[src/rtl/md_mode_pingpong_buf.sv]
// Two-bank (ping-pong) store for per-LCU intra mode sets with a per-entry written map.
// Unwritten entries read back as DEFAULT_MODE; read latency is one cycle.
module md_mode_pingpong_buf #(
    parameter int             DEPTH        = 128,
    parameter int             DW           = 6,
    parameter logic [DW-1:0]  DEFAULT_MODE = DW'(1),
    parameter int             AW           = $clog2(DEPTH)
) (
    input  logic          clk,
    input  logic          rstn,
    input  logic          md_we,
    input  logic [AW-1:0] md_waddr,
    input  logic [DW-1:0] md_wdata,
    input  logic          md_finish_i,
    output logic          md_wr_rdy_o,
    output logic          rd_lcu_vld_o,
    input  logic          rd_en_i,
    input  logic [AW-1:0] rd_addr_i,
    output logic          rd_dval_o,
    output logic [DW-1:0] rd_data_o,
    output logic          rd_hit_o,
    input  logic          rd_release_i,
    output logic          ovf_o
);

    typedef enum logic {FREE = 1'b0, FULL = 1'b1} bank_st_e;

    bank_st_e         bst_q  [2];
    bank_st_e         bst_d  [2];
    logic [DEPTH-1:0] vmap_q [2];
    logic [DEPTH-1:0] vmap_d [2];
    logic             wr_ptr_q, wr_ptr_d;
    logic             rd_ptr_q, rd_ptr_d;
    logic             ovf_q, ovf_d;
    logic             rd_dval_q, rd_dval_d;
    logic             rd_hit_q, rd_hit_d;
    logic             rd_any_q, rd_any_d;

    logic [DW-1:0]    mem [2*DEPTH];
    logic [DW-1:0]    rd_word_q;

    logic we_acc, fin_acc, rd_acc, rel_acc;

    assign md_wr_rdy_o  = (bst_q[wr_ptr_q] == FREE);
    assign rd_lcu_vld_o = (bst_q[rd_ptr_q] == FULL);

    assign we_acc  = md_we        & md_wr_rdy_o;
    assign fin_acc = md_finish_i  & md_wr_rdy_o;
    assign rd_acc  = rd_en_i      & rd_lcu_vld_o;
    assign rel_acc = rd_release_i & rd_lcu_vld_o;

    // Write and release always address different banks, so their updates never collide.
    always_comb begin
        bst_d     = bst_q;
        vmap_d    = vmap_q;
        wr_ptr_d  = wr_ptr_q;
        rd_ptr_d  = rd_ptr_q;
        ovf_d     = ovf_q | ((md_we | md_finish_i) & ~md_wr_rdy_o);
        rd_dval_d = rd_acc;
        rd_hit_d  = rd_hit_q;
        rd_any_d  = rd_any_q | rd_acc;
        if (we_acc) begin
            vmap_d[wr_ptr_q][md_waddr] = 1'b1;
        end
        if (fin_acc) begin
            bst_d[wr_ptr_q] = FULL;
            wr_ptr_d        = ~wr_ptr_q;
        end
        if (rd_acc) begin
            rd_hit_d = vmap_q[rd_ptr_q][rd_addr_i];
        end
        if (rel_acc) begin
            bst_d[rd_ptr_q]  = FREE;
            vmap_d[rd_ptr_q] = '0;
            rd_ptr_d         = ~rd_ptr_q;
        end
    end

    always_ff @(posedge clk) begin
        if (rstn) begin
            for (int b = 0; b < 2; b++) begin
                bst_q[b]  <= FREE;
                vmap_q[b] <= '0;
            end
            wr_ptr_q  <= 1'b0;
            rd_ptr_q  <= 1'b0;
            ovf_q     <= 1'b0;
            rd_dval_q <= 1'b0;
            rd_hit_q  <= 1'b0;
            rd_any_q  <= 1'b0;
        end else begin
            bst_q     <= bst_d;
            vmap_q    <= vmap_d;
            wr_ptr_q  <= wr_ptr_d;
            rd_ptr_q  <= rd_ptr_d;
            ovf_q     <= ovf_d;
            rd_dval_q <= rd_dval_d;
            rd_hit_q  <= rd_hit_d;
            rd_any_q  <= rd_any_d;
        end
    end

    // Plain RAM with registered read; stale contents are masked by the valid map.
    always_ff @(posedge clk) begin
        if (we_acc) begin
            mem[{wr_ptr_q, md_waddr}] <= md_wdata;
        end
        if (rd_acc) begin
            rd_word_q <= mem[{rd_ptr_q, rd_addr_i}];
        end
    end

    assign rd_dval_o = rd_dval_q;
    assign rd_hit_o  = rd_hit_q;
    assign ovf_o     = ovf_q;
    // rd_any_q keeps the data output at zero until the first read after reset.
    assign rd_data_o = !rd_any_q ? '0 : (rd_hit_q ? rd_word_q : DEFAULT_MODE);

endmodule

[config.mk]
export PLATFORM = sky130hd
export DESIGN_NAME = md_mode_pingpong_buf
export DESIGN_NICKNAME = d
export VERILOG_FILES = /design/src/rtl/md_mode_pingpong_buf.sv
export SDC_FILE = /design/constraint.sdc
export NUM_CORES = 2
export LEC_CHECK = 0
export ABC_AREA = 1
export CORE_UTILIZATION = 60
export DETAILED_ROUTE_END_ITERATION = 10
export HOLD_SLACK_MARGIN = 0.02
export PLACE_DENSITY = 0.76
export SETUP_SLACK_MARGIN = 0.05
export SYNTH_ARGS = -nofsm -noshare
export SYNTH_HDL_FRONTEND = slang
export SYNTH_SLANG_ARGS = --single-unit
export TNS_END_PERCENT = 5
[constraint.sdc]
create_clock -name clk -period 2.5 [get_ports clk]
set_input_delay 0.5 -clock clk [delete_from_list [all_inputs] [get_ports clk]]
set_output_delay 0.5 -clock clk [all_outputs]
set_load 0.01 [all_outputs]
==> flow_summary_export.csv <==
group,metric,value,unit
status,status,"completed",
sta,setup_violations,0,
sta,holdWs,0.111,ns
routing,drc_errors,0,
sta,hold_viol,0,
floorplanning,rows,127,
clocking,clk_pin_slew,0.06,ns
layout,fin_area,0.0864,sq mm
run,maxCapViolCount,0,
synthesis,seq_area_frac_synth,70.3,%
synthesis,ys_warn_count,0,
clocking,ctsRootBufferMaster,"clkbuf_16",
synthesis,syn_area,0.0733,sq mm
routing,dr_total_vias,56200,
sta,min_period,2.46,ns
layout,instances_no_fill,8814,
synthesis,synth-edff-count,1542,
pwr,p_total,63.4,mW
global_routing,grt_pass1_wl,324,mm
pwr,peakVddDrop,0.784,mV
clocking,clockBufferDepth,3,
pwr,p_leak,29.9,nW
layout,nNetsFinal,7077,
floorplanning,coreArea,0.121,sq mm
clocking,postCtsHoldBufs,0,
clocking,clock-sinks,1806,
routing,dr.pass1.iters,6,
synthesis,avgSynthCellArea,11.1,sq um
routing,postRouteAntennaNets,0,
worst_setup_path,crit_required,2.00,ns
floorplanning,start_util,60.8,%
placement,post-place-cells,8484,
synthesis,synth_top_area_share,63.1,%
clocking,cts_buffers,174,
synthesis,ys_types,29,
clocking,worstSkewPairLatency,0.82,ns
placement,place_congestion,1.01,
global_routing,grt_usage,35.3,%
global_routing,grt_pass1_vias,53100,
min_path,min_path_type,"input pin to flop",
sta,maxSlewViolCount,0,
placement,dpl-instance-area,0.0808,sq mm
worst_setup_path,end_kind,"output pin",
synthesis,syn_nets,6654,
routing,vias_per_cell,6.37,
synthesis,synth-main-ff-cell,"edfxtp_1",
worst_setup_path,cp.arrival,1.96,ns
routing,wire_per_inst,24.8,microns
floorplanning,die_h,352,microns
global_routing,antenna_found_initial,4,
floorplanning,io_pins,37,
sta,slew_headroom,50.0,%
worst_setup_path,cp_max_fo,5,
sta,fin_crit_sh,98.4,%
sta,fmax,0.406,GHz
placement,dp_hpwl,137,mm
synthesis,synth_cells,6628,
synthesis,ys_seq_elements,1806,
sta,skew,0.0238,ns
synthesis,synthArstFlopShare,0,%
routing,drt_iter0_markers,8505,
synthesis,synthTopCellsByArea,"edfxtp_1, dfxtp_1, nor2_1",
floorplanning,die_x,352,microns
layout,postLayoutCoreUtil,71.6,%
synthesis,yosys.area.top_type,"edfxtp_1",
layout,syn_to_final_growth,17.8,%
floorplanning,die-area,0.124,sq mm
global_routing,grt_start_max_net_pins,95,
layout,drive_above_1_share,14.1,%
pwr,powerDensity,733,mW/mm^2
synthesis,synth_common_cells,"edfxtp_1, nor2_1, o21ai_0",
placement,io_buffers,36,
worst_setup_path,timing.setup.critical_path_class,"flop to output pin",
global_routing,grt_overflow_total,0,
synthesis,synth.most_common_cell,"edfxtp_1",
routing,routed_wl,219,mm
sta,grt_setup_unrepaired,"true",
clocking,htreeDepth,4,
worst_setup_path,cp-start-kind,"flop",
clocking,cts_tree,"built",
sta,worst_slew_pin_slew,0.747,ns
==> placed cells by master (no fill, tap or decap), drive strengths merged, types with 64 or more instances in the layout <==
cell type and n:
a21oi 163, buf 722, clkbuf 237, clkinv 64, dfxtp 264, edfxtp 1542, inv 218, nand2 761
nand3 685, nor2 1227, o21ai 801, o22ai 378
==> where the power goes <==
group	internal (mW)	leakage (nW)	switching, mW
combinational	1.45	11.2	3.38
sequential	32.7	16.0	0.0305
clock	14.5	2.68	11.3
total	48.6	29.9	14.7
==> flip-flops by register name (all words and copies together) (netlist names), 2 cells and up <==
signal,flops
rd_word_q,6
mem,1536
vmap_q,256
bst_q,2
==> layer usage <==
layer	wire [microns]	track usage, %	up-vias	part of all wire, %
li1	-	-	24400	-
met1	79100	47.4	26800	36
met2	100000	55.0	4177	46
met3	27900	7.65	760	13
met4	11600	17.2	6	5.3
met5	35	0	-	0.016
==> worst paths after layout <==
| path | from | endpoint | slack (ns) | depth (start not counted) |
|---|---|---|---|---|
| worst max register to register | rd_ptr_q$_SDFFE_PP0P_ | rd_hit_o$_SDFFE_PP0P_ | 0.06 | 15 |
| worst min register to register | vmap_q[253]$_SDFF_PP0_ | vmap_q[253]$_SDFF_PP0_ | 0.44 | 2 |
| worst min-delay path | md_wdata[2] | mem[19][2]$_DFFE_PP_ | 0.11 | 1 |
| worst max-delay path | rd_hit_o$_SDFFE_PP0P_ | rd_data_o[5] | 0.04 | 4 |
==> what timing repair did <==
item,in CTS,in global routing
gates resized for setup,16,7
pin swaps,0,1
buffers inserted,2,1
hold endpoints to repair,0,0
endpoints found under the setup margin,16,50
==> logic make-up (layout without fill, tap and decap cells) <==
logic type	count (synthesis)	in the layout	synth area share, %
and+or+nand+nor	2686	2686	15.1
DFF	1806	1806	70.3
AOI/OAI and AO/OA	1429	1429	10.6
buffers and inverters	707	1278	3.98
other	0	3	0
==> critical path, stage by stage, from the launching register on <==
cell and delay [ns]:
dfxtp_4 0.42, nand2_4 0.11, nor2_1 0.16, buf_4 0.19, dlygate4sd2_1 0.27
==> per-stage QoR <==
step	TNS [ns]	setup WS (ns)
CTS	-0.177	-0.177
global route	0	0.0198
detailed placement	-371.36	-0.567
global placement	-310.54	-0.494
floorplan	0	0.367
finish	0	0.0395
==> final cells by class <==
| cell class | instances | area (sq um) |
|---|---|---|
| inverters | 211 | 826 |
| clock buffers | 237 | 4760 |
| flip-flops and latches | 1806 | 51600 |
| clock inverters | 87 | 772 |
| multi-input cells | 4115 | 18900 |
| repair buffers | 743 | 7470 |
| diodes | 3 | 7.51 |
| fillers | 7770 | 34200 |
| well taps | 1612 | 2020 |
(Power assumes the default switching activity.)
